==> src/rtl/fir_mac_sequencer.sv <==
// Time-multiplexed FIR: one multiplier-accumulator walks all ORDER+1 taps per sample,
// with a circular sample history and a run-time-writable coefficient bank.
module fir_mac_sequencer #(
  parameter int IN_DATAWIDTH = 16,
  parameter int COEFF_WIDTH  = 16,
  parameter int ORDER        = 8,
  parameter int OUT_SHIFT    = 4,
  parameter int OUT_WIDTH    = 40
) (
  input  logic                    sclk,
  input  logic                    s_rst_n,
  input  logic                    in_valid,
  output logic                    in_ready,
  input  logic [IN_DATAWIDTH-1:0] in_data,
  output logic                    out_valid,
  input  logic                    out_ready,
  output logic [OUT_WIDTH-1:0]    out_data,
  input  logic                    coef_we,
  input  logic [3:0]              coef_addr,
  input  logic [COEFF_WIDTH-1:0]  coef_wdata,
  output logic                    coef_err
);

  localparam int N      = ORDER + 1;
  localparam int PW     = (N > 1) ? $clog2(N + 1) : 1;
  localparam int PROD_W = IN_DATAWIDTH + COEFF_WIDTH;
  localparam logic [PW-1:0] LAST_IDX = PW'(ORDER);

  typedef enum logic [1:0] {
    S_IDLE = 2'd0,
    S_MAC  = 2'd1,
    S_DONE = 2'd2
  } state_t;

  // Power-on coefficient set (symmetric low-pass taps)
  function automatic logic [COEFF_WIDTH-1:0] coef_default(input int idx);
    case (idx)
      32'sd0:  coef_default = COEFF_WIDTH'(16'd627);
      32'sd1:  coef_default = COEFF_WIDTH'(16'd539);
      32'sd2:  coef_default = COEFF_WIDTH'(16'd683);
      32'sd3:  coef_default = COEFF_WIDTH'(16'd782);
      32'sd4:  coef_default = COEFF_WIDTH'(16'd818);
      32'sd5:  coef_default = COEFF_WIDTH'(16'd782);
      32'sd6:  coef_default = COEFF_WIDTH'(16'd683);
      32'sd7:  coef_default = COEFF_WIDTH'(16'd539);
      32'sd8:  coef_default = COEFF_WIDTH'(16'd627);
      default: coef_default = '0;
    endcase
  endfunction

  state_t                  state_r;
  state_t                  state_nxt_s;
  logic [IN_DATAWIDTH-1:0] hist_r [N];
  logic [COEFF_WIDTH-1:0]  coef_r [N];
  logic [PW-1:0]           wr_ptr_r;
  logic [PW-1:0]           rd_ptr_r;
  logic [PW-1:0]           k_r;
  logic [OUT_WIDTH-1:0]    acc_r;
  logic [OUT_WIDTH-1:0]    out_data_r;
  logic                    out_valid_r;
  logic                    in_ready_r;
  logic                    coef_err_r;

  logic                    accept_s;
  logic                    mac_s;
  logic                    last_s;
  logic                    coef_ok_s;
  logic                    coef_bad_s;
  logic [PROD_W-1:0]       prod_s;
  logic [OUT_WIDTH-1:0]    acc_sum_s;

  // State register
  always_ff @(posedge sclk or negedge s_rst_n) begin
    if (!s_rst_n) begin
      state_r <= S_IDLE;
    end else begin
      state_r <= state_nxt_s;
    end
  end

  // Next-state logic
  always_comb begin
    state_nxt_s = state_r;
    case (state_r)
      S_IDLE: begin
        if (in_valid && in_ready_r) begin
          state_nxt_s = S_MAC;
        end else begin
          state_nxt_s = S_IDLE;
        end
      end
      S_MAC: begin
        if (k_r == LAST_IDX) begin
          state_nxt_s = S_DONE;
        end else begin
          state_nxt_s = S_MAC;
        end
      end
      S_DONE: begin
        if (out_valid_r && out_ready) begin
          state_nxt_s = S_IDLE;
        end else begin
          state_nxt_s = S_DONE;
        end
      end
      default: state_nxt_s = S_IDLE;
    endcase
  end

  // Per-state control strobes and the shared MAC datapath
  always_comb begin
    accept_s   = (state_r == S_IDLE) && in_valid && in_ready_r;
    mac_s      = (state_r == S_MAC);
    last_s     = mac_s && (k_r == LAST_IDX);
    coef_ok_s  = coef_we && (state_r == S_IDLE) && (coef_addr <= 4'(ORDER));
    coef_bad_s = coef_we && !coef_ok_s;
    prod_s     = PROD_W'(coef_r[k_r]) * PROD_W'(hist_r[rd_ptr_r]);
    acc_sum_s  = acc_r + OUT_WIDTH'(prod_s);
  end

  // Datapath registers: history, coefficients, pointers, accumulator, outputs
  always_ff @(posedge sclk or negedge s_rst_n) begin
    if (!s_rst_n) begin
      for (int i = 0; i < N; i++) begin
        hist_r[i] <= '0;
        coef_r[i] <= coef_default(i);
      end
      wr_ptr_r    <= '0;
      rd_ptr_r    <= '0;
      k_r         <= '0;
      acc_r       <= '0;
      out_data_r  <= '0;
      out_valid_r <= 1'b0;
      in_ready_r  <= 1'b1;
      coef_err_r  <= 1'b0;
    end else begin
      // A same-edge write lands before the MAC reads the bank, so a new sample sees it
      if (coef_ok_s) begin
        coef_r[coef_addr] <= coef_wdata;
      end
      coef_err_r <= coef_bad_s;
      if (accept_s) begin
        hist_r[wr_ptr_r] <= in_data;
        rd_ptr_r         <= wr_ptr_r;
        wr_ptr_r         <= (wr_ptr_r == LAST_IDX) ? '0 : wr_ptr_r + PW'(1);
        acc_r            <= '0;
        k_r              <= '0;
      end else if (mac_s) begin
        acc_r    <= acc_sum_s;
        k_r      <= k_r + PW'(1);
        rd_ptr_r <= (rd_ptr_r == '0) ? LAST_IDX : rd_ptr_r - PW'(1);
        if (last_s) begin
          out_data_r <= acc_sum_s << OUT_SHIFT;
        end
      end
      out_valid_r <= (state_nxt_s == S_DONE);
      in_ready_r  <= (state_nxt_s == S_IDLE);
    end
  end

  assign in_ready  = in_ready_r;
  assign out_valid = out_valid_r;
  assign out_data  = out_data_r;
  assign coef_err  = coef_err_r;

endmodule

==> config.mk <==
export PLATFORM = sky130hd
export DESIGN_NAME = fir_mac_sequencer
export DESIGN_NICKNAME = d
export VERILOG_FILES = /design/src/rtl/fir_mac_sequencer.sv
export SDC_FILE = /design/constraint.sdc
export NUM_CORES = 1
export LEC_CHECK = 0
export ABC_AREA = 0
export BUFFER_PORTS_ARGS = -buffer_cell sky130_fd_sc_hd__clkbuf_2
export CAP_MARGIN = 0
export CORE_AREA = 2 2 296 298
export CTS_CLUSTER_SIZE = 8
export DETAILED_ROUTE_END_ITERATION = 16
export DIE_AREA = 0 0 298 300
export GPL_TIMING_DRIVEN = 0
export PLACE_DENSITY = 0.47
export SYNTH_ARGS = -nofsm -noshare
export SYNTH_HDL_FRONTEND = slang
export SYNTH_SLANG_ARGS = --single-unit
==> constraint.sdc <==
create_clock -name sclk -period 15.7 [get_ports sclk]
set_input_delay 3.925 -clock sclk [delete_from_list [all_inputs] [get_ports sclk]]
set_output_delay 3.925 -clock sclk [all_outputs]
set_load 0.01 [all_outputs]
Word-level counts from Yosys, hierarchy flattened
Cells that the tools add are included.
- multiplexer cells: 24
- reduce and logical (&&, ||, !) cells: 16
- shift-type cells: 0
- add/subtract/negate cells: 4
- magnitude comparators: 7
- div/mod/pow operators: 0
- equal/unequal tests: 5
- $mul: 1
- bitwise gates (word level): 5
- operators by type and width (cell ; number):
    $bwmux 144 ; 2
    $bmux 16 s4 ; 2
    $demux 16 s4 ; 2
    $mux 16 ; 6
    $mux 40 ; 2
    $add 40x32->40 ; 1
    $mul 16x16->32 ; 1
    $mux 4 ; 6
    $ge 5x5->1 const B ; 4
    $not 4->5 ; 4
    $logic_and 1x1->1 ; 10
    $lt 5x1->1 const B ; 2
    $add 4x1->4 const B ; 2
    $eq 4x4->1 const B ; 2
    $pmux 2 s3 ; 1
    $eq 2x2->1 const B ; 2
    $le 4x4->1 const B ; 1
    $logic_not 2->1 ; 2
    $logic_not 4->1 ; 1
    $mux 2 ; 2
    $sub 4x1->4 const B ; 1
    $reduce_and 3->1 ; 1
    $eq 2x1->1 const B ; 1
    $reduce_bool 2->1 ; 1
    other kinds (3) ; 3
- bits in latches: 0
- memory bits (read-only): 0
- output and inout bits: 43
- register bits: 381
- bits in writable memories: 0
- memories: 0
- logic and storage cells: 89

Depth between registers and ports, before layout
Gate-level depths: netlist of the first run.
- depth after elaboration: 8
- mapped depth: 30
- depth with buffers taken out: 25

Worst setup path before layout of the first run
Ideal clock, no wire load.
- path kind: register -> register
- start point: reg rd_ptr_r[0]
- end point: reg out_data_r[38] (netlist: out_data[38])
- library setup time: 124 ps
- cell stages (with the launch flop): 27
- data required time: 15576 ps
- period minus slack after synthesis: 6767 ps
- arrival: 6643 ps
- slack: 8933 ps
- cells stage by stage: dfrtp_1 -> buf_2 -> buf_4 -> nor2_2 -> buf_2 -> a31oi_1 -> o2bb2ai_1 -> buf_2 -> nand2_1 -> fa_1 -> inv_1 -> fa_1 -> fa_1 -> fa_1 -> fa_1 -> inv_1 -> fa_1 -> inv_1 -> ha_1 -> buf_2 -> a211o_1 -> a21oi_1 -> nand2_1 -> a41o_1 -> o31ai_2 -> nor3_1 -> a211o_1
- word-level cells in the longest chain between the ends: 6
- RTL lines (item ; line ; text):
    from (decl) ; 56 ; logic [PW-1:0] rd_ptr_r;
    from (signal assigned) ; 144 ; rd_ptr_r <= wr_ptr_r;
    from (signal assigned) ; 151 ; rd_ptr_r <= (rd_ptr_r == '0) ? LAST_IDX : rd_ptr_r - PW'(1);
    $not 4->5 (implied by the code) ; 117 ; prod_s = PROD_W'(coef_r[k_r]) * PROD_W'(hist_r[rd_ptr_r]);
    $bmux 16 s4 ; 117 ;
    $mux 16 (implied by the code) (2 in a row) ; 117 ;
    $mul 16x16->32 ; 117 ;
    $add 40x32->40 ; 118 ; acc_sum_s = acc_r + OUT_WIDTH'(prod_s);
    to (signal assigned) ; 153 ; out_data_r <= acc_sum_s << OUT_SHIFT;
    to (decl) ; 59 ; logic [OUT_WIDTH-1:0] out_data_r;
Every way passes these cells. The select of a mux whose other input is x is not followed.
A chain may end at the register's enable or synchronous reset.

Worst setup path after layout of the first run
- start point: reg rd_ptr_r[1]
- end point: reg acc_r[34]
- word-level cells in the longest chain between the ends: 8
- RTL lines (item ; line ; text):
    $not 4->5 (implied by the code) ; 117 ;
    $bmux 16 s4 ; 117 ;
    $mux 16 (implied by the code) (2 in a row) ; 117 ;
    $mul 16x16->32 ; 117 ;
    $add 40x32->40 ; 118 ;
    $mux 40 ; 148 ; end else if (mac_s) begin
    $mux 40 ; 142 ; if (accept_s) begin
    to (signal assigned) ; 149 ; acc_r <= acc_sum_s;
    to (decl) ; 58 ; logic [OUT_WIDTH-1:0] acc_r;
Every way passes these cells. The select of a mux whose other input is x is not followed.

==> summary.txt, run 1 <==
Power
  – Share of total power in sequential cells: 0.254
  – Overall power of the completed layout: between 6 and 7 mW
  – Pwr/cell area: 204 mW/mm2
  – Max rail drop VDD: between 0.00009 and 0.0001 V
  – Static Leakage: 14.5 nW
  – Internal power of the cells: 3.33 mW
  – Combinational share of power: 0.567
  – Switching Fraction: 0.457
  – Clock share of power: 0.179
  – Sw Pwr: roughly 2.8 mW

Placement
  – # port buffers: 78
  – Final HPWL DP: 57700 um
  – Cells after DPL: 3604
  – Last weighted congestion value of the routability-driven placer: 0.888

Final layout
  – Sequential standard cell area: about 0.0095 mm2
  – Core Util, Final: 0.349
  – Final cell count without fillers: 3694
  – Multi-input gate area: 0.0152 mm2
  – Fraction of final layout cells sized beyond drive strength 1: 0.255
  – Area growth from synthesis to final layout: 13.3%
  – Filler cells: 8761
  – Fin nets: ~2900

Die
  – Placeable Area: between 0.08 and 0.09 mm2
  – Horiz. Die Dim: 298 um
  – Initial Util: 0.308
  – Die height: 300 um
  – Placement Rows: 108
  – Number of I/O pins: 84
  – Area enclosed by the die boundary: between 0.08 and 0.09 mm2

STA
  – Slew at the pin closest to its max-slew limit: between 1 and 1.5 ns
  – Final count of negative-setup-slack endpoints: 0
  – Clock period minus final worst setup slack: 8.88 ns
  – Number of pins with negative max-slew slack in the final report: 0
  – Layout Skew: around 0.032 ns
  – RSZ-0062 raised after global routing: no
  – Number of endpoints with negative hold slack in the final report: 0
  – Worst-case headroom to the max-slew limit: 0.114
  – Worst hold slack after final layout: 0.475 ns
  – Top achievable clock speed: ~0.11 GHz
  – Portion of the clock cycle consumed by the worst path in the final layout: 0.566
  – Sum of negative setup slack: 0 ns

Worst setup path
  – Endpoint kind of the worst setup timing path: register
  – Critical path required time: between 15 and 20 ns
  – Worst-path maximum fanout: 10
  – Slowest stage delay, CP: a little over 0.8 ns
  – Cell repeated most along the worst path: fa_1
  – Crit path kind: reg -> reg
  – Data arrival time of the worst path: 9.36 ns
  – Startpoint kind of the worst setup timing path: register
  – Slowest cell on the critical path: o2bb2ai_1
  – Crit path buf inv count: 8
  – Cell family with most CP delay: adder cells

Route
  – Final wirelength: roughly 76000 um
  – Detailed Route Iter0 Violations: 973
  – Count of nets left with antenna violations after detail routing: 0
  – Post-route DRC: 0
  – Number of vias in the routed layout: between 15000 and 20000
  – Via-per-instance ratio: 4.78
  – First-pass iteration count of the detailed router: 6
  – Wire per inst: 20.6 um

CTS
  – Setup repair bufs after CTS: 0
  – Clk Tree Root Cell: clkbuf_16
  – Clock sinks: roughly 380
  – TritonCTS clock tree: yes
  – Insertion delay of the later-clocked pin in the worst-skew pair: around 0.62 ns
  – Post-cts sizing count: 0
  – Depth of the CTS H-tree: 2
  – Clk buf depth: 3
  – Number of clock buffers inserted by TritonCTS: 54
  – Clock edge transition at the registers on the reported setup and hold paths: 0.05 ns
  – Quantity of hold-fixing buffers added after cts: 0

Synthesis
  – Post-synthesis async set-or-reset flop share: 1.00
  – Library cell with the highest instance count after synthesis: inv_1
  – Synth warnings: 0
  – Largest area contributor in the synthesized netlist: dfrtp_1
  – Synth Instances: 2365
  – Total standard cell area after synthesis: 0.0265 mm2
  – Synthesized area divided by synthesized cell count: around 11 um2
  – Number of synthesized flops with an enable pin: 0
  – Share of synthesized area occupied by flip-flops and latches: 0.358
  – Fraction of synthesized cell area taken by the top area cell type: 0.308
  – Top post-synthesis cells by area: dfrtp_1, fa_1, mux2_2, ha_1, mux4_2
  – Top flip-flop cell by instance count after synthesis: dfrtp_1
  – Cell variety after synth: 70
  – Yosys reg bits: 377
  – Most instantiated cells after synthesis: inv_1, dfrtp_1, mux2_2

Flow run
  – Count of max-cap constraint violations: 0

Status
  – Outcome: finished, final reports clean

Global routing
  – Via count of the first global-routing pass: 19164
  – Initial antenna violation count: 2
  – Largest net degree at the start of global routing: 118
  – Global-route total usage across every layer: 0.173
  – GR Overflow Total: 0
  – Wire length of the first global-routing pass: 119000 um

Hold path
  – Classification of the worst-slack hold path: reg -> reg
## power by group through the flow
stage	clock network, mW	registers (mW)	logic, mW
after floorplan	0	1.52	2.40
after global routing	1.18	1.60	3.89
after CTS	1.14	1.56	3.51
final	1.10	1.55	3.47
after detailed placement	0	1.57	3.49
after global placement	0	1.55	3.45
## per-stage QoR
stage,area (um2),setup WS (ns)
6_report,30100,6.82
5_1_grt,30100,6.32
4_1_cts,30100,6.81
3_5_place_dp,28500,6.81
3_3_place_gp,28400,2.18
2_1_floorplan,26600,8.93
## cells by family (layout without fill, tap and decap cells)
kind of cell    Yosys count  count (layout)  share of synthesized area
buf+inv                 462             631                     0.0707
simple gates            527             527                     0.0893
flops                   377             377                      0.358
mux                     378             378                      0.187
compound gates          246             246                     0.0591
xor+xnor                 32              32                     0.0106
other cells               1               6                   0.000141
fa+ha+maj               342             342                      0.225
## state kept, by name, summed over array words and instances (netlist names), 2 cells and up
signal    count
coef_r      144
wr_ptr_r      4
rd_ptr_r      4
acc_r        36
hist_r      144
state_r       2
k_r           4
out_data     36
## tightest hold or removal path: stages, from the launching register on
cell     delay [ns]
dfrtp_1        0.34
nand2_1        0.05
nand2_1        0.05
## cells in the final DEF (no fill, tap or decap), types with 8 or more instances in the layout
master	Yosys	final
nand3_1	29	29
xnor2_1	18	18
clkbuf_16	0	54
and2_1	32	32
clkbuf_1	32	58
dfrtp_1	327	327
dfstp_2	50	50
a21o_1	12	12
nor2_1	121	121
o21a_1	11	11
o2bb2ai_1	10	10
mux2_2	284	284
inv_1	351	351
ha_1	116	116
nand2_1	261	261
a21oi_1	54	54
xor2_1	14	14
o21ai_0	74	74
mux2_4	13	13
nor3_1	8	8
o31ai_1	8	8
mux4_2	61	61
buf_4	11	11
nor2b_1	25	25
buf_2	57	57
clkbuf_2	0	77
a31oi_1	15	15
fa_1	226	226
mux2i_1	20	20
nand2b_1	17	17
## path summary, 6_finish.rpt
check,startpoint,end,slack [ns],depth (start not counted)
min in group asynchronous,s_rst_n,out_data[32],3.36,1
max in group asynchronous,s_rst_n,hist_r[38],10.81,3
hold reg to reg,out_data[8],out_data[8],0.48,2
setup / recovery,rd_ptr_r[1],acc_r[34],6.82,26
hold / removal,out_data[8],out_data[8],0.48,2
setup reg to reg,rd_ptr_r[1],acc_r[34],6.82,26
## per-layer routing
metal / up-vias / GRT usage / wire [um]
li1: 8053 / - / -
met1: 9080 / 0.237 / 35000
met2: 407 / 0.287 / 35900
met3: 105 / 0.0271 / 3600
met4: 2 / 0.0432 / 1620
met5: - / 0 / 14
## layout make-up
| cell class | instances | area share |
|---|---|---|
| Clock inverter | 4 | 0.00246 |
| Sequential cell | 377 | 0.316 |
| Inverter | 351 | 0.0438 |
| Tap cell | 1155 | 0.0481 |
| Multi-Input combinational cell | 1529 | 0.505 |
| Clock buffer | 84 | 0.0500 |
| Timing Repair Buffer | 81 | 0.0160 |
| Antenna cell | 2 | 0.000166 |
| Buffer | 111 | 0.0186 |
Note: power is estimated with default switching activity, not from simulation.
==> run 2: changes to the inputs <==
--- a/config.mk
+++ b/config.mk
@@ -13,7 +13,7 @@
 export DETAILED_ROUTE_END_ITERATION = 16
 export DIE_AREA = 0 0 298 300
 export GPL_TIMING_DRIVEN = 0
-export PLACE_DENSITY = 0.47
+export PLACE_DENSITY = 0.49
 export SYNTH_ARGS = -nofsm -noshare
 export SYNTH_HDL_FRONTEND = slang
 export SYNTH_SLANG_ARGS = --single-unit
==> constraint.sdc (replaced) <==
create_clock -name sclk -period 7.9 [get_ports sclk]
set_input_delay 1.975 -clock sclk [delete_from_list [all_inputs] [get_ports sclk]]
set_output_delay 1.975 -clock sclk [all_outputs]
set_load 0.01 [all_outputs]
==> run 2 against run 1 <==
  * Critical path type unchanged
  * Clock power grew 100%
  * Via count grew 0.27%
  * Design area grew 1.4%
  * Die area is the same
  * Register-to-register slack lost 6.6 ns
  * Sequential cell count is the same
  * Worst setup slack lost 6.6 ns
  * Wire length shrank 0.13%
  * Clock skew shrank 0.00076 ns
==> summary.txt, run 2 (synthesized netlist as in run 1, its figures left out) <==
CTS
  – TritonCTS clock tree: yes
  – Quantity of hold-fixing buffers added after cts: 0 (unchanged)
  – Depth of the CTS H-tree: 2 (unchanged)
  – Clock edge transition at the registers on the reported setup and hold paths: 0.05 ns (about the same)
  – Insertion delay of the later-clocked pin in the worst-skew pair: 0.63 ns (about the same)
  – Clock sinks: 377 (unchanged)
  – Number of clock buffers inserted by TritonCTS: 54 (unchanged)
  – Clk Tree Root Cell: clkbuf_16
  – Clk buf depth: 3 (unchanged)

Worst setup path
  – Reg2Reg Setup Slack: 0.23 ns (-6.59 ns)
  – Endpoint of the lowest-slack register-to-register path: acc_r[34]
  – Crit path kind: reg -> reg
  – Critical path required time: 8.40 ns (-7.77 ns)
  – Worst-path maximum fanout: 10 (unchanged)
  – Data arrival time of the worst path: 8.17 ns (-1.19 ns)
  – Startpoint kind of the worst setup timing path: register
  – Worst setup path endpoint: acc_r[34]
  – Endpoint kind of the worst setup timing path: register
  – Critical path launch point: k_r[1]
  – Cells on worst reg2reg path: 24 (-7.7%)
  – Startpoint of the most critical register-to-register path: k_r[1]

Power
  – Max rail drop VDD: 0.000181 V (+91%)
  – Static Leakage: 14.6 nW (+0.90%)
  – Overall power of the completed layout: 12.4 mW (+100%)
  – Pwr/cell area: 407 mW/mm2 (+99%)

Final layout
  – Sequential standard cell area: 0.00950 mm2 (unchanged)
  – Largest registers: coef_r: 144 flops, hist_r: 144 flops
  – Area growth from synthesis to final layout: 14.8%
  – Multi-input gate area: 0.0155 mm2 (+2.0%)
  – Most frequent standard cell in the layout excluding fill and tap cells: inv_1
  – Fin nets: 2890 (+0.069%)
  – Filler cells: 8709 (-0.59%)
  – Final cell count without fillers: 3695 (+0.027%)
  – Fraction of final layout cells sized beyond drive strength 1: 0.274 (+0.0184)
  – Most used cells in the layout excluding fill and tap cells: inv_1, dfrtp_1, mux2_2, nand2_1, fa_1

Die
  – Placement Rows: 108 (unchanged)
  – Placeable Area: 0.0862 mm2 (unchanged)
  – Number of I/O pins: 84 (unchanged)
  – Horiz. Die Dim: 298 um (unchanged)
  – Area enclosed by the die boundary: 0.0894 mm2 (unchanged)
  – Die height: 300 um (unchanged)
  – Initial Util: 0.308 (unchanged)

STA
  – Number of pins with negative max-slew slack in the final report: 0 (unchanged)
  – Worst-case headroom to the max-slew limit: 0.195 (+0.0809)
  – Final count of negative-setup-slack endpoints: 0 (unchanged)
  – Top achievable clock speed: 0.130 GHz (+16%)
  – Number of endpoints with negative hold slack in the final report: 0 (unchanged)
  – Slew at the pin closest to its max-slew limit: 1.21 ns (-0.107 ns)
  – Final worst setup slack: 0.228 ns (-6.59 ns)
  – Layout Skew: 0.0308 ns (-0.000756 ns)
  – Portion of the clock cycle consumed by the worst path in the final layout: 0.971 (+0.405)
  – Clock period minus final worst setup slack: 7.67 ns (-1.21 ns)

Global routing
  – Initial antenna violation count: 0 (-2)
  – Wire length of the first global-routing pass: 119000 um (about the same)
  – Largest net degree at the start of global routing: 102 (-14%)
  – Via count of the first global-routing pass: 19200 (+0.19%)
  – Global-route total usage across every layer: 0.172 (-0.000796)
  – GR Overflow Total: 0 (unchanged)

Placement
  – Worst slack at placement: -0.925 ns (-7.73 ns)
  – Cells after DPL: 3605 (+0.028%)
  – # port buffers: 78 (unchanged)
  – Last weighted congestion value of the routability-driven placer: 0.894 (+0.66%)
  – Final HPWL DP: 57400 um (-0.50%)

Route
  – Wire per inst: 20.6 um (-0.16%)
  – Detailed Route Iter0 Violations: 960 (-1.3%)
  – Via-per-instance ratio: 4.79 (+0.24%)
  – Post-route DRC: 0 (unchanged)
  – First-pass iteration count of the detailed router: 5 (-1)
  – Count of nets left with antenna violations after detail routing: 0 (unchanged)
  – Number of vias in the routed layout: 17695 (+0.27%)
  – Final wirelength: 76100 um (-0.13%)

Flow run
  – Count of max-cap constraint violations: 0 (unchanged)

Status
  – Outcome: finished, final reports clean

Hold path
  – Classification of the worst-slack hold path: reg -> reg
## run 2: cell count changes in the layout (fill, tap and decap cells not counted), sizes merged
cell	delta
clkinv	-1
clkbuf	+1
clkinvlp	+1
## run 2: worst min path at each step
| stage | from | end | slack (ns) | cells past startpoint |
|---|---|---|---|---|
| floorplan | acc_r[30] | acc_r[30] | 0.45 | 2 |
| global placement | out_data[21] | out_data[21] | 0.47 | 2 |
| detailed placement | out_data[15] | out_data[15] | 0.46 | 2 |
| CTS | out_data[15] | out_data[15] | 0.48 | 2 |
| global route | out_data[34] | out_data[34] | 0.50 | 2 |
| finish | out_data[15] | out_data[15] | 0.47 | 2 |
## run 2: worst max-delay path: stages, from the launching register on
cell and delay (ns):
dfrtp_1 0.34, buf_2 0.28, buf_2 0.34, mux4_2 0.26, mux2i_1 0.08, o21ai_1 0.60, buf_2 0.40, nand2_1 0.12
fa_1 0.51, fa_1 0.49, inv_1 0.05, fa_1 0.49, fa_1 0.45, fa_1 0.49, inv_1 0.05, fa_1 0.47
inv_1 0.04, ha_1 0.34, a21oi_1 0.31, o21ai_2 0.15, a311oi_2 0.40, nor2_2 0.14, o31ai_4 0.34, nor3_1 0.10
a211o_1 0.29
## run 2: area by class of cell
class	count	share of cell area
Sequential cell	377	0.312
Multi-Input combinational cell	1529	0.508
Clock inverter	4	0.00287
Buffer	108	0.0202
Clock buffer	83	0.0489
Antenna cell	2	0.000164
Timing Repair Buffer	86	0.0177
Tap cell	1155	0.0474
Inverter	351	0.0432
## run 2: report_power, final
| part | switching [mW] | internal [mW] | leakage (nW) |
|---|---|---|---|
| combinational | 4.38 | 2.70 | 9.01 |
| sequential | 0.389 | 2.72 | 4.87 |
| clock | 0.914 | 1.29 | 0.750 |
| total | 5.68 | 6.71 | 14.6 |
## run 2: stage by stage
stage | instance area [um2] | util | hold slack, ns | TNS [ns]
6_report | 30500 | 0.354 | 0.471 | 0
4_1_cts | 30300 | 0.351 | 0.477 | 0
2_1_floorplan | 26600 | - | 0.449 | 0
3_5_place_dp | 28500 | 0.331 | 0.463 | -17.54
5_1_grt | 30500 | 0.353 | 0.502 | -0.389
3_3_place_gp | 28400 | 0.329 | 0.467 | -1212.07
## run 2: repair_timing
action | in CTS | in global routing
setup endpoints to repair | 42 | 33
gates resized for setup | 47 | 41
buffers inserted | 2 | 2
pin swaps | 2 | 3
## run 2: per-layer routing
layer / routed length (um) / track usage / up-vias
li1: - / - / 8067
met3: 2940 / 0.0220 / 97
met1: 35800 / 0.241 / 9176
met5: 0 / 0 / -
met4: 1660 / 0.0427 / 0
met2: 35700 / 0.283 / 355
==> run 3: changes to the inputs <==
==> constraint.sdc (replaced) <==
create_clock -name sclk -period 6.4 [get_ports sclk]
set_input_delay 1.6 -clock sclk [delete_from_list [all_inputs] [get_ports sclk]]
set_output_delay 1.6 -clock sclk [all_outputs]
set_load 0.01 [all_outputs]
==> run 3 against run 2 <==
  * The flow now finishes with violations (setup timing)
  * Count of clock-buffer cells in the layout up 1
  * Combinational power increased by 84%
  * Core utilization grew 3.8 points
  * Wire length increased by 6.9%
  * Critical path type unchanged
  * Critical path depth up 3
  * Via count grew 5.2%
  * Worst hold slack improved by 0.0015 ns
  * Worst setup slack got worse by 0.86 ns
  * Register-to-register slack got worse by 0.86 ns
==> summary.txt, run 3 (synthesized netlist as in run 1, its figures left out) <==
Global routing
  – Global-route total usage across every layer: 0.179 (+0.00680)
  – Via count of the first global-routing pass: 19761 (+2.9%)
  – GR Overflow Total: 0 (unchanged)
  – Initial antenna violation count: 3 (+3)
  – Wire length of the first global-routing pass: 123000 um (+3.5%)
  – Largest net degree at the start of global routing: 116 (+14%)

Worst setup path
  – Slowest stage delay, CP: 0.58 ns (-0.02 ns)
  – Crit path kind: reg -> reg
  – Cells on worst reg2reg path: 27 (+13%)
  – Slowest cell on the critical path: fa_1
  – Critical path required time: 6.90 ns (-1.50 ns)
  – Endpoint kind of the worst setup timing path: register
  – Startpoint kind of the worst setup timing path: register
  – Data arrival time of the worst path: 7.53 ns (-0.64 ns)
  – Worst-path maximum fanout: 7 (-3)

Die
  – Number of I/O pins: 84 (unchanged)
  – Placeable Area: 0.0862 mm2 (unchanged)
  – Initial Util: 0.308 (unchanged)
  – Die height: 300 um (unchanged)
  – Area enclosed by the die boundary: 0.0894 mm2 (unchanged)
  – Horiz. Die Dim: 298 um (unchanged)
  – Placement Rows: 108 (unchanged)

Power
  – Static Leakage: 15.7 nW (+7.4%)
  – Max rail drop VDD: 0.000453 V (+150%)
  – Pwr/cell area: 579 mW/mm2 (+42%)

Route
  – Via-per-instance ratio: 4.86 (+1.5%)
  – Post-route DRC: 0 (unchanged)
  – First-pass iteration count of the detailed router: 5 (unchanged)
  – Count of nets left with antenna violations after detail routing: 0 (unchanged)
  – Detailed Route Iter0 Violations: 993 (+3.4%)
  – Detailed-route wire length on metal 1: 36300 um (+1.6%)
  – Uppermost layer routed: met5
  – Met3 WL post-DR: 3330 um (+13%)
  – Number of vias in the routed layout: 18612 (+5.2%)
  – Final wirelength: 81300 um (+6.9%)
  – Wire per inst: 21.2 um (+3.1%)
  – Routed wire length on met2: 39200 um (+9.8%)

CTS
  – Clock edge transition at the registers on the reported setup and hold paths: 0.05 ns (about the same)
  – Number of clock buffers inserted by TritonCTS: 54 (unchanged)
  – Clk buf depth: 3 (unchanged)
  – TritonCTS clock tree: yes
  – Clock sinks: 377 (unchanged)
  – Depth of the CTS H-tree: 2 (unchanged)
  – Clk Tree Root Cell: clkbuf_16
  – Insertion delay of the later-clocked pin in the worst-skew pair: 0.62 ns (about the same)

Final layout
  – Area growth from synthesis to final layout: 27.3%
  – Fraction of final layout cells sized beyond drive strength 1: 0.408 (+0.134)
  – Largest registers: coef_r: 144 flops, hist_r: 144 flops
  – Most frequent standard cell in the layout excluding fill and tap cells: dfrtp_1
  – Core Util, Final: 0.392 (+0.0385)
  – Final Instance Area: 0.0338 mm2 (+11%)
  – Most used cells in the layout excluding fill and tap cells: dfrtp_1, inv_1, mux2_2, nand2_1, fa_1
  – Fin nets: 3024 (+4.6%)

STA
  – Worst-case headroom to the max-slew limit: 0.187 (-0.00747)
  – Final worst setup slack: -0.628 ns (-0.856 ns)
  – Layout Skew: 0.0280 ns (-0.00283 ns)
  – Final count of negative-setup-slack endpoints: 44 (+44)
  – Number of endpoints with negative hold slack in the final report: 0 (unchanged)
  – Slew at the pin closest to its max-slew limit: 1.22 ns (+0.0112 ns)
  – RSZ-0062 raised after global routing: yes
  – Portion of the clock cycle consumed by the worst path in the final layout: 1.10 (+0.127)
  – Top achievable clock speed: 0.142 GHz (+9.2%)
  – Clock period minus final worst setup slack: 7.03 ns (-0.644 ns)
  – Number of pins with negative max-slew slack in the final report: 0 (unchanged)

Placement
  – # port buffers: 78 (unchanged)
  – Placed standard-cell area: 0.0289 mm2 (+1.3%)
  – Worst slack at placement: -1.95 ns (-1.03 ns)
  – Last weighted congestion value of the routability-driven placer: 0.875 (-2.1%)
  – Final HPWL DP: 58400 um (+1.6%)

Status
  – Outcome: finished, violations left
  – Violations in the final reports: setup timing

Flow run
  – Count of max-cap constraint violations: 0 (unchanged)

Hold path
  – Cell count of the worst hold path: 2 (unchanged)
  – Classification of the worst-slack hold path: reg -> reg
-- run 3: cell type report --
| cell class | count | area, um2 |
|---|---|---|
| clock buffers | 84 | 1510 |
| fillers | 8391 | 52400 |
| plain buffers | 105 | 861 |
| clock inverters | 5 | 65.1 |
| inverters | 351 | 1330 |
| flip-flops and latches | 377 | 9500 |
| well taps | 1155 | 1450 |
| repair buffers | 223 | 1860 |
| diodes | 1 | 2.50 |
| multi-input cells | 1529 | 17200 |
-- run 3: critical path, delay by kind of cell (launching register included) --
| family | cells | cell delay (ns) |
|---|---|---|
| adder cells (fa/ha/maj) | 7 | 3.21 |
| flip-flops | 1 | 0.39 |
| XOR/XNOR | 1 | 0.17 |
| AO/OA/AOI/OAI | 6 | 1.05 |
| multiplexers | 2 | 0.78 |
| buffers and inverters | 8 | 0.88 |
| AND/OR/NAND/NOR | 3 | 0.41 |
-- run 3: layer usage --
layer,track usage,vias to the layer above
met5,0,-
met4,0.0531,4
met3,0.0249,149
met2,0.300,421
met1,0.241,9710
li1,-,8328
-- run 3: power breakdown --
part / total, mW / switching, mW / leakage (nW) / internal (mW)
Sequential: 3.89 / 0.526 / 4.86 / 3.36
Clock: 2.72 / 1.12 / 0.757 / 1.60
Combinational: 13.0 / 7.12 / 10.1 / 5.85
Total: 19.6 / 8.77 / 15.7 / 10.8
-- run 3: final timing paths --
check | to | slack [ns] | from
setup / recovery | out_data[32] | -0.63 | rd_ptr_r[0]
min in group asynchronous | out_data[31] | 1.02 | s_rst_n
max in group asynchronous | hist_r[24] | 3.38 | s_rst_n
hold / removal | out_data[8] | 0.47 | out_data[8]
setup reg to reg | out_data[32] | -0.63 | rd_ptr_r[0]
hold reg to reg | out_data[8] | 0.47 | out_data[8]
-- run 3: per-stage QoR --
stage | power, mW | hold WS, ns | std cells | setup TNS, ns
finish | 19.6 | 0.472 | 3830 | -18.98
detailed placement | 12.9 | 0.467 | 3604 | -77.28
global route | 20.9 | 0.497 | 3830 | -26.89
global placement | 12.7 | 0.468 | 3601 | -1700.19
CTS | 17.4 | 0.481 | 3765 | -18.09
floorplan | 10.0 | 0.449 | 2368 | -0.200
-- run 3: what timing repair did --
item,4_1_cts,5_1_grt
resized for setup,246,282
setup endpoints to repair,56,55
hold buffers,0,0
pin swaps,61,71
setup buffers,74,60
cloned,3,5
